$ cat config.mk
export PLATFORM = sky130hd
export DESIGN_NAME = ttc_dwell_counter
export DESIGN_NICKNAME = d
export VERILOG_FILES = /design/src/rtl/ttc_dwell_counter.sv
export SDC_FILE = /design/constraint.sdc
export NUM_CORES = 1
export LEC_CHECK = 0
export ABC_AREA = 0
export CAP_MARGIN = 10
export CELL_PAD_IN_SITES_DETAIL_PLACEMENT = 0
export CELL_PAD_IN_SITES_GLOBAL_PLACEMENT = 1
export CORE_MARGIN = 8
export CORE_UTILIZATION = 46
export CTS_BUF_LIST = sky130_fd_sc_hd__clkbuf_8
export DETAILED_ROUTE_END_ITERATION = 7
export PLACE_DENSITY_LB_ADDON = 0.2
export SKIP_LAST_GASP = 1
export SYNTH_ARGS = -nofsm -noshare
export SYNTH_HDL_FRONTEND = slang
export SYNTH_SLANG_ARGS = --single-unit
$ cat constraint.sdc
create_clock -name clk -period 1.8 [get_ports clk]
set_input_delay 0.36 -clock clk [delete_from_list [all_inputs] [get_ports clk]]
set_output_delay 0.36 -clock clk [all_outputs]
set_load 0.1 [all_outputs]
$ cat src/rtl/ttc_dwell_counter.sv
// rtl/ttc_dwell_counter.sv - per-vector hold counter, terminal count at DWELL-2
module ttc_dwell_counter #(
  parameter int DWELL = 20
) (
  input  logic clk,
  input  logic reset_n,
  input  logic clear,
  input  logic enable,
  output logic tc
);

  logic [15:0] count;

  always_ff @(posedge clk or negedge reset_n) begin
    if (!reset_n) begin
      count <= '0;
    end else if (clear) begin
      count <= '0;
    end else if (enable) begin
      count <= count + 16'd1;
    end
  end

  assign tc = (count == 16'(DWELL - 2));

endmodule

==> metrics, run 1 <==
largest registers ranked by flip-flop count count: 16 flops; number of flops mapped to enable cells by yosys 0; Distinct cells, synth 26; maximum capacitance violations 0; TritonCTS buffer count 3; net count reported at finish 121; DP Worst Slack -0.135 ns; Most used DFF post-synth dfrtp_1; setup slack after layout 0.0196 ns; Post-Syn Area a little under 900 um2; Core Area 0.00175 mm2; Post-Synthesis Mean Instance Area approximately 9.3 um2; Lkg Pwr 0.000466 uW; net count after synthesis 99; Bufs on Longest Clock Path 2; cell count after placement approximately 130; Layout Area Growth over Synthesis 33.8%; Overall Global Routing Usage around 12%; max-slew headroom at the worst pin between 70% and 80%; setup-violating endpoint count in the final report 0; final hold violation count 0; first-pass GRT wire length ~3300 um; Synth area leaders dfrtp_1, xnor2_1, nor2_1; top fanout value on the critical path 4; sum of net half-perimeters after detailed placement approximately 1400 um; register area share after synthesis between 40% and 50%; min-delay worst type in2async; VDD IR max between 0.4 and 0.5 mV; Tmin final between 1.5 and 2 ns; Final Non-Filler Cells between 100 and 150; antenna violations before repair 0; most area-hungry cell type in the Yosys netlist dfrtp_1; number of global-route vias before repair around 750; width of the die approximately 60 um; count of unresolved DRC violations after routing 0; clock insertion delay at the later pin of the skew report approximately 0.24 ns; final worst path period share between 90% and 100%; count of final max-slew check failures 0; CTS clock-pin slew for the worst setup and hold paths 0.06 ns; first-pass detailed-route iteration total 4; number of nets still failing antenna checks after routing 0; share of flip-flops with an asynchronous set or reset 100%; average routed wire per standard cell 14.1 um; register with the highest flop count count; layout cell share with drive strength beyond 1 between 30 and 40%; Die ar. 0.00353 mm2; slew at the pin closest to its max-slew limit between 0.4 and 0.5 ns; count of warnings emitted by yosys 0; CP Capture Type output pin; required time of the critical path 1.44 ns; overflow left after global routing 0; IO Count 5; depth of the CTS H-tree 1; via density per instance roughly 5.3; unrepaired setup endpoints after global routing true; top-area cell type share of the netlist area 46.2%; kind of critical path reg2out; Sink Count 16; Yosys reg bits 16; final weighted congestion in routability-driven placement about 0.85; WL final between 1500 and 2000 um; pwr/cell area around 600 mW/mm2; buffer cell driving the clock tree root clkbuf_8; Worst Hold Slack between 0.4 and 0.5 ns; total of buffers placed on input and output ports 4; Post-Synthesis Cells 93; worst clock skew approximately 0.0028 ns; number of DRC markers in iteration 0 11; arrival time at the worst endpoint 1.42 ns; die extent in y around 60 um; maximum number of pins on one net before global-route repair 17; number of antenna repair diodes 0; Setup TNS 0 ns; clock tree from TritonCTS done; overall via count from detail_route ~740; Largest register FFs 16; maximum frequency from static timing analysis 0.562 GHz; initial cell density of the core about half; outcome finished clean; number of rows in the core area 15; crit path launch type flip-flop
[through the flow]
stage	total power, uW	area (um2)	util (%)
detailed placement	434	1020	58.2
global placement	433	1020	58.2
global route	729	1160	66.4
finish	699	1160	66.4
floorplan	401	873	-
CTS	695	1080	61.9
[Yosys cell counts, types with 3 or more instances]
cell type  number
a21oi_1         5
dfrtp_1        16
inv_1           4
nand2_1         6
nand3_1         3
nand4_1         4
nor2_1         13
nor3_1          5
nor4_1          3
o21ai_0         5
or3_1           4
xnor2_1         6
xor2_1          3
[power by group]
group	switching, uW	internal, uW
Clock	114	148
Sequential	3.75	365
Combinational	34.5	34.6
[area by class of cell]
cell class              instances  area [um2]
fillers                       153         587
well taps                      25        31.3
flip-flops and latches         16         405
inverters                       4        15.0
repair buffers                 20         186
clock buffers                   3        41.3
multi-input cells              70         479
[routing by layer]
metal / track usage [%] / vias up / routed length (um)
met3: 2.82 / 4 / 63
li1: - / 370 / -
met2: 18.8 / 11 / 980
met4: 6.48 / 0 / 23
met1: 15.2 / 352 / 885
met5: 0 / - / 0
[what timing repair did]
item	in CTS	in global routing
gates resized for setup	2	9
hold buffers	0	0
setup endpoints to repair	1	1
setup buffers	2	4
hold endpoints to repair	0	0
pin swaps	1	3
[cells in the final DEF (no fill, tap or decap), drive strengths merged, types with 2 or more instances in the layout]
master         synthesis  routed
nor4                   3       3
buf                    3      17
o21ai                  5       5
nand2                  6       6
inv                    4       4
clkbuf                 0       3
nand4                  5       5
dfrtp                 16      16
nor3                   5       5
xnor2                  6       6
or3                    5       5
a21oi                  5       5
and4                   2       2
clkdlybuf4s50          0       3
nor2                  13      13
nand3                  3       3
xor2                   3       3
or2                    2       2
ha                     2       2
[cells by family (layout without fill, tap and decap cells)]
logic type	count (synthesis)	in the layout	share of synthesized area, %
and+or+nand+nor	46	46	29.6
DFF	16	16	46.2
AOI/OAI and AO/OA	12	12	7.51
xor gates and xnor gates	9	9	9.10
buffers and inverters	7	27	3.32
adders and majority gates	2	2	2.89
muxes	1	1	1.30
[critical path, cell delays in order, from the launching register on]
cell	delay [ns]
dfrtp_1	0.43
nor4_2	0.32
nand2_1	0.13
nor2_4	0.12
buf_12	0.18
[worst paths after layout]
kind	start	to	slack [ns]	depth (start not counted)
worst max-delay path	count[9]	tc	0.02	4
worst min-delay path	reset_n	count[4]	0.44	2
worst max register to register	count[5]	count[15]	0.16	5
worst min register to register	count[13]	count[13]	0.60	2
max in group asynchronous	reset_n	count[6]	1.16	2
min in group clk	count[13]	count[13]	0.60	2
(Power assumes the default switching activity.)
==> run 2: changes to the inputs <==
CORE_UTILIZATION = 43   (was 46)
CTS_BUF_LIST = unset   (was sky130_fd_sc_hd__clkbuf_8)
HOLD_SLACK_MARGIN = 0.03   (was unset)
==> run 2 against run 1 <==
The flow now finishes with violations (setup timing). Sequential cell count unchanged. Clock power shrank 28%. Sequential share of layout area rose by 0.50 points. Non-clock buffer count increased by 1. Combinational power is 8.7% lower. First-iteration DRC count increased by 100%. Fmax is 1.6% lower. Die area increased by 5.1%. Hold slack got worse by 0.054 ns. Worst setup slack got worse by 0.029 ns. Global-route usage up 1.7 points. Via count rose by 2.7%.
==> metrics, run 2 (synthesis results as in run 1) <==
outcome finished with violations; failing checks setup timing; Overall Global Routing Usage 13.8% (+1.7 points); WL final 2100 um (+7.7%); net count reported at finish 122 (+0.83%); most common cell after layout, fill and taps aside buf_4; crit path max-delay cell type dfrtp_2; largest registers ranked by flip-flop count count: 16 flops; TritonCTS buffer count 3 (unchanged); width of the die 60.9 um (+2.5%); logic gate share of total power 10.1% (+0.2 points); average routed wire per standard cell 14.9 um (+5.4%); kind of critical path reg2out; Largest register FFs 16 (unchanged); crit path launch type flip-flop; Lkg Pwr 0.000463 uW (-0.51%); clock tree from TritonCTS done; count of final max-slew check failures 0 (unchanged); CP Capture Type output pin; pwr/cell area 544 mW/mm2 (-9.8%); number of global-route vias before repair 780 (+4.4%); relative contribution of the clock network to total power 30.4% (-7.0 points); hold_buf cts 0 (unchanged); first-pass detailed-route iteration total 4 (unchanged); Tmin final 1.81 ns (+0.0290 ns); number of rows in the core area 16 (+1); final hold violation count 0 (unchanged); arrival time at the worst endpoint 1.45 ns (+0.03 ns); layout cell share with drive strength beyond 1 30.7% (+0.61 points); total of buffers placed on input and output ports 4 (unchanged); Layout Area Growth over Synthesis 31.9%; overall via count from detail_route 757 (+2.7%); register with the highest flop count count; VDD IR max 0.451 mV (-2.7%); depth of the CTS H-tree 1 (unchanged); final weighted congestion in routability-driven placement 0.838 (-1.5%); setup-violating endpoint count in the final report 1 (+1); Worst Hold Slack 0.386 ns (-0.0540 ns); Bufs on Longest Clock Path 2 (unchanged); Sink Count 16 (unchanged); CTS clock-pin slew for the worst setup and hold paths 0.09 ns (+0.03 ns); sum of net half-perimeters after detailed placement 1390 um (+2.5%); maximum number of pins on one net before global-route repair 17 (unchanged); number of antenna repair diodes 0 (unchanged); worst clock skew 0.00712 ns (+0.00432 ns); required time of the critical path 1.44 ns (about the same); clock insertion delay at the later pin of the skew report 0.29 ns (+0.05 ns); overflow left after global routing 0 (unchanged); buffer cell driving the clock tree root clkbuf_4; die extent in y 60.9 um (+2.5%); top fanout value on the critical path 2 (-2); DP Worst Slack -0.106 ns (+0.0291 ns); first-pass GRT wire length 3800 um (+14%); min-delay worst type in2async; final worst path period share 101% (+1.6 points); sequential group share of total power 59.5% (+6.8 points); maximum frequency from static timing analysis 0.553 GHz (-1.6%); IO Count 5 (unchanged); setup slack after layout -0.00941 ns (-0.0290 ns); max-slew headroom at the worst pin 75.8% (+4.3 points); unrepaired setup endpoints after global routing true; slew at the pin closest to its max-slew limit 0.359 ns (-0.0644 ns); antenna violations before repair 0 (unchanged); via density per instance 5.37 (+0.53%); Core Area 0.00192 mm2 (+10%); Pint 470 uW (-14%); initial cell density of the core 45.1% (-4.6 points); Die ar. 0.00371 mm2 (+5.1%); Final Power 622 uW (-11%); switching pwr 151 uW (-0.41%); number of filler cells placed in the layout 182 (+19%); Critical Path Max Stage Delay 0.43 ns (about the same); proportion of total power due to net switching 24.4% (+2.6 points); ordered list of cells on the worst path nor4_4 > nand3_2 > nor2_4 > buf_12; count of unresolved DRC violations after routing 0 (unchanged); number of nets still failing antenna checks after routing 0 (unchanged); maximum capacitance violations 0 (unchanged); most frequent cells in the layout buf_4, nor2_1, dfrtp_1; number of DRC markers in iteration 0 22 (+11)
run 2: cell count changes in the layout (fill, tap and decap cells not counted):
| cell | delta |
|---|---|
| buf_12 | -1 |
| buf_4 | +3 |
| buf_6 | -1 |
| clkbuf_4 | +3 |
| clkbuf_8 | -3 |
| nor4_2 | -1 |
| nor4_4 | +1 |
run 2: metal layers:
layer	track usage, %	wire (um)
met5	0	0
met4	7.97	60
met3	3.18	89
met2	20.1	955
met1	18.2	997
run 2: power by group through the flow:
stage	logic, uW	registers [uW]	clock network (uW)
after floorplan	23.8	377	0
after global placement	60.2	375	0
after detailed placement	60.9	375	0
after CTS	60.0	369	197
after global routing	68.4	370	215
final	63.1	370	189
run 2: path summary, 6_finish.rpt:
check / startpoint / endpoint / slack (ns) / cells past startpoint
max: count[2] / tc / -0.009 / 4
min: reset_n / count[0] / 0.39 / 2
max reg2reg: count[0] / count[14] / 0.09 / 5
min reg2reg: count[13] / count[13] / 0.59 / 2
max in group asynchronous: reset_n / count[6] / 1.21 / 2
min in group clk: count[13] / count[13] / 0.59 / 2
run 2: cell type report:
cell class | count | area (um2) | share of cell area [%]
Sequential cell | 16 | 405 | 35.5
Multi-Input combinational cell | 70 | 488 | 42.7
Inverter | 4 | 15.0 | 1.31
Clock buffer | 3 | 22.5 | 1.97
Timing Repair Buffer | 21 | 178 | 15.6
Tap cell | 27 | 33.8 | 2.96
run 2: through the flow:
| step | cell area [um2] | setup TNS, ns | utilization, % | cells |
|---|---|---|---|---|
| floorplan | 873 | 0 | - | 93 |
| finish | 1140 | -0.00941 | 59.4 | 141 |
| CTS | 1110 | -0.0307 | 57.8 | 140 |
| global placement | 1030 | -0.159 | 53.8 | 133 |
| detailed placement | 1030 | -0.366 | 53.8 | 133 |
| global route | 1140 | -0.0901 | 59.4 | 141 |
run 2: timing repair:
item,4_1_cts,5_1_grt
pin swaps,4,3
endpoints found under the setup margin,1,1
resized for setup,8,3
hold endpoints to repair,0,0
setup buffers,5,1
run 2: worst max-delay path, delay by kind of cell (launching register included):
family                 cells  cell delay (ns)
buffers and inverters      1             0.18
and+or+nand+nor            3             0.54
DFF                        1             0.43
==> run 3: changes to the inputs <==
SKIP_LAST_GASP = unset   (was 1)
TNS_END_PERCENT = 5   (was unset)
==> results of run 3 <==
No change in the layout: final DEF, timing and power equal those of run 2.
==> patch 1 (config.mk and constraints of run 3) <==
Compare `count` against `16'(DWELL - 2)` with >= in place of ==.
--- a/src/rtl/ttc_dwell_counter.sv
+++ b/src/rtl/ttc_dwell_counter.sv
@@ -21,7 +21,7 @@
     end
   end
 
-  assign tc = (count == 16'(DWELL - 2));
+  assign tc = (count >= 16'(DWELL - 2));
 
 endmodule
 
Formal check against the unedited RTL: same outputs for any inputs over 10 cycles, from zero or initial values and one cycle with reset_n low; that may be too few to reach the edited logic, so the function may still have changed.
==> patch 1 against run 3 <==
The run still ends with negative setup slack left. Count of clock-buffer cells in the layout grew 1. Global-route usage decreased by 4.6 points. Area after synthesis up 5.6%. First-iteration DRC count down 73%. Sequential share of layout area increased by 0.79 points. Sequential cell count is the same. Power grew 7.3%. Critical path depth did not move. Routed wire length decreased by 18%. Design area shrank 3.4%. Setup slack got worse by 100 ps. Critical path type unchanged. Largest power group unchanged. Highest routed layer unchanged.
==> patch 1: results (changes against run 3) <==
INFO  metric synth.top_cells.by_count = 16 x dfrtp_1, 14 x nor2_1, 6 x xnor2_1, 5 x inv_1, 5 x nor3_1
INFO  metric worst_clock_skew = 2.11 ps (-5.01 ps)
INFO  metric hold-worst-slack = 384 ps (-2.04 ps)
INFO  metric dpl_worst_slack = -94.7 ps (+10.8 ps)
INFO  metric worst_slew_pin_slew = 337 ps (-22.3 ps)
INFO  metric grt_pass1_vias = 660 (-15%)
INFO  metric final_net_count = 113 (-7.4%)
INFO  metric setup_violators_final = 1 (unchanged)
INFO  metric crit_slowest_cell = dfrtp_1
INFO  metric failed_checks = negative setup slack
INFO  metric drive_above_1_share = 23.6% (-7.1 points)
INFO  metric timing.setup.tns = -114 ps (-105 ps)
INFO  metric crit_family = flip-flops
INFO  metric fillers = 186 (+2.2%)
INFO  metric post-route-min-period = 1910 ps (+105 ps)
INFO  metric place_hpwl = 1300 um (-6.1%)
INFO  metric synth_fp_nets = 98 (-1.0%)
INFO  metric placed_area = 0.00104 mm^2 (+0.73%)
INFO  metric power_report.internal_total = 0.516 mW (+9.7%)
INFO  metric gp_congestion = 0.891 (+6.3%)
INFO  metric finalWorstSetupSlack = -114 ps (-105 ps)
INFO  metric grt_pass1_wl = 2970 um (-22%)
INFO  metric post_synth_num_cell_types = 29 (+12%)
INFO  metric outcome = finished with violations
INFO  metric final_cells = 133 (-5.7%)
-- patch 1: changes by cell type in the layout (fill, tap and decap cells not counted), sizes merged, moves of 2 or more --
cell,change
a21oi,-2
and4,-2
buf,-7
nand2,-2
nor2,+2
nor4,+2
o21ai,-3
or2,-2
or3,-2
-- patch 1: kinds of logic (layout without fill, tap and decap cells) --
logic type | count (synthesis) | in the layout | synth area share [%]
multiplexers | 2 | 2 | 2.46
AO/OA/AOI/OAI | 10 | 10 | 9.71
adder cells (fa/ha/maj) | 2 | 2 | 2.74
flip-flops | 16 | 16 | 43.8
XOR/XNOR | 10 | 10 | 9.58
buffers and inverters | 9 | 23 | 4.79
AND/OR/NAND/NOR | 43 | 43 | 26.9
-- patch 1: power groups by stage --
| stage | sequential (mW) | combinational [mW] | clock, mW |
|---|---|---|---|
| after CTS | 0.368 | 0.0627 | 0.246 |
| after global placement | 0.374 | 0.0583 | 0 |
| after global routing | 0.369 | 0.0695 | 0.260 |
| final | 0.368 | 0.0613 | 0.238 |
| after detailed placement | 0.375 | 0.0585 | 0 |
| after floorplan | 0.377 | 0.0250 | 0 |
-- patch 1: layout make-up --
type	instances	area [um^2]	area share (%)
clock buffers	4	36.3	3.29
flip-flops and latches	16	400	36.3
well taps	27	33.8	3.06
repair buffers	14	125	11.3
multi-input cells	67	489	44.3
inverters	5	18.8	1.70
-- patch 1: timing repair --
action,4_1_cts,5_1_grt
gates resized for setup,2,1
setup buffers,1,0
pin swaps,1,1
setup endpoints to repair,1,2
hold endpoints to repair,0,0
-- patch 1: metal layers --
metal / vias up / global-route usage [%]
met1: 328 / 11.8
met5: - / 0
met2: 4 / 14.4
met3: 2 / 2.15
met4: 0 / 4.37
li1: 350 / -
==> patch 2 (settings of run 3) <==
Made on the original files. `DWELL`: 20 -> 15.
--- a/src/rtl/ttc_dwell_counter.sv
+++ b/src/rtl/ttc_dwell_counter.sv
@@ -1,6 +1,6 @@
 // rtl/ttc_dwell_counter.sv - per-vector hold counter, terminal count at DWELL-2
 module ttc_dwell_counter #(
-  parameter int DWELL = 20
+  parameter int DWELL = 15
 ) (
   input  logic clk,
   input  logic reset_n,
Formal check against the unedited RTL: no difference found for any inputs over 10 cycles, from zero or initial values and one cycle with reset_n low; that may be too few to reach the edited logic, so the function may still have changed.
==> patch 2 against run 3 <==
The flow still finishes with violations (negative setup slack). Clock skew decreased by 0.65 ps. Cell count is 0.71% lower. Power is 4.5% higher. Setup slack worse by 310 ps. Area after synthesis rose by 0.72%. Utilization down 2.5 points. Sequential share of layout area increased by 0.71 points. Sequential cell count unchanged. Routed wire length is 12% lower. Count of clock-buffer cells in the layout up 1. Largest cell class unchanged. Design area fell by 3.2%. Die area up 0.54%.
==> patch 2: results (changes against run 3) <==
INFO  metric placed_area = 0.00105 mm^2 (+1.5%)
INFO  metric crit_family = simple AND/OR/NAND/NOR gates
INFO  metric grt_pass1_vias = 736 (-5.6%)
INFO  metric ff2ff_path_depth = 6 (+1)
INFO  metric largest_net_degree_at_the_start_of_global_routing = 19 (+2)
INFO  metric clock_power_share = 35.9% (+5.5 points)
INFO  metric timing.setup.tns = -316 ps (-306 ps)
INFO  metric failed_checks = negative setup slack
INFO  metric crit_slowest_cell = dfrtp_1
INFO  metric worstPathArrival = 1760 ps (+310 ps)
INFO  metric crit-reg2reg-launch = count[7]$_DFFE_PN0P_
INFO  metric synth_fp_nets = 98 (-1.0%)
INFO  metric dpl_worst_slack = -203 ps (-97.3 ps)
INFO  metric worst_clock_skew = 6.47 ps (-0.650 ps)
INFO  metric drtIter0Drc = 12 (-45%)
INFO  metric groute.usage.overall = 12.3% (-1.6 points)
INFO  metric switching_power = 0.144 mW (-5.3%)
INFO  metric grt_pass1_wl = 3370 um (-11%)
INFO  metric largest_registers_in_the_final_layout = count x16
INFO  metric worst_slew_pin_slew = 419 ps (+59.5 ps)
INFO  metric via_count = 727 (-4.0%)
INFO  metric worst_r2r_endpoint = count[13]$_DFFE_PN0P_
INFO  metric setup_violators_final = 1 (unchanged)
INFO  metric synth_seq_area_share = 45.9% (-0.33 points)
INFO  metric max_stage_delay = 400 ps (-30 ps)
INFO  metric cellLeakagePower = 0.456 nW (-1.6%)
INFO  metric finalWorstSetupSlack = -316 ps (-306 ps)
INFO  metric outcome = finished with violations
INFO  metric place_hpwl = 1430 um (+3.2%)
INFO  metric yosys-top-cells-area = dfrtp_1 46%, xnor2_1 8.0%, nor2_1 6.9%, nor4_1 4.3%, nand4_1 3.6%
INFO  metric drive_above_1_share = 23.0% (-7.7 points)
INFO  metric syn_inst = 92 (-1.1%)
INFO  metric final_cells = 140 (-0.71%)
INFO  metric max-vdd-ir-drop = 0.458 mV (+1.5%)
INFO  metric clock_net_power = 0.233 mW (+23%)
INFO  metric post_synth_num_cell_types = 22 (-15%)
INFO  metric min-delay-path-class = in2async
INFO  metric synth-warning-count = 0 (unchanged)
INFO  metric gp_congestion = 0.829 (-1.1%)
INFO  metric diodes = 0 (unchanged)
INFO  metric totalWireLength = 1850 um (-12%)
INFO  metric hold-worst-slack = 364 ps (-22.1 ps)
INFO  metric dp_cells = 134 (+0.75%)
INFO  metric final_net_count = 120 (-1.6%)
INFO  metric comb_power = 0.0454 mW (-28%)
INFO  metric synth.top_cells.by_count = 16 x dfrtp_1, 16 x nor2_1, 8 x xnor2_1, 6 x nor4_1
patch 2: cell type report:
class | instances | area (um^2)
flip-flops and latches | 16 | 400
inverters | 5 | 18.8
multi-input cells | 68 | 447
clock buffers | 4 | 36.3
well taps | 27 | 33.8
repair buffers | 20 | 170
fillers | 192 | 836
patch 2: repair_timing:
item                                    CTS  global route
endpoints found under the setup margin    1             2
resized for setup                         1             0
setup buffers                             1             1
pin swaps                                 2             3
patch 2: cell families (layout without fill, tap and decap cells):
group	Yosys count	after routing	synth area share (%)
AND/OR/NAND/NOR	45	45	27.7
AO/OA/AOI/OAI	10	10	6.74
flip-flops	16	16	45.9
adder cells (fa/ha/maj)	2	2	2.87
XOR/XNOR	11	11	11.0
buffers and inverters	8	29	5.74
patch 2: routing by layer:
layer / up-vias / share of wire (%) / GRT usage, %
met5: - / 0 / 0
li1: 365 / - / -
met1: 353 / 46 / 14.7
met2: 7 / 48 / 19.3
met4: 0 / 0.70 / 3.32
met3: 2 / 5.1 / 5.64
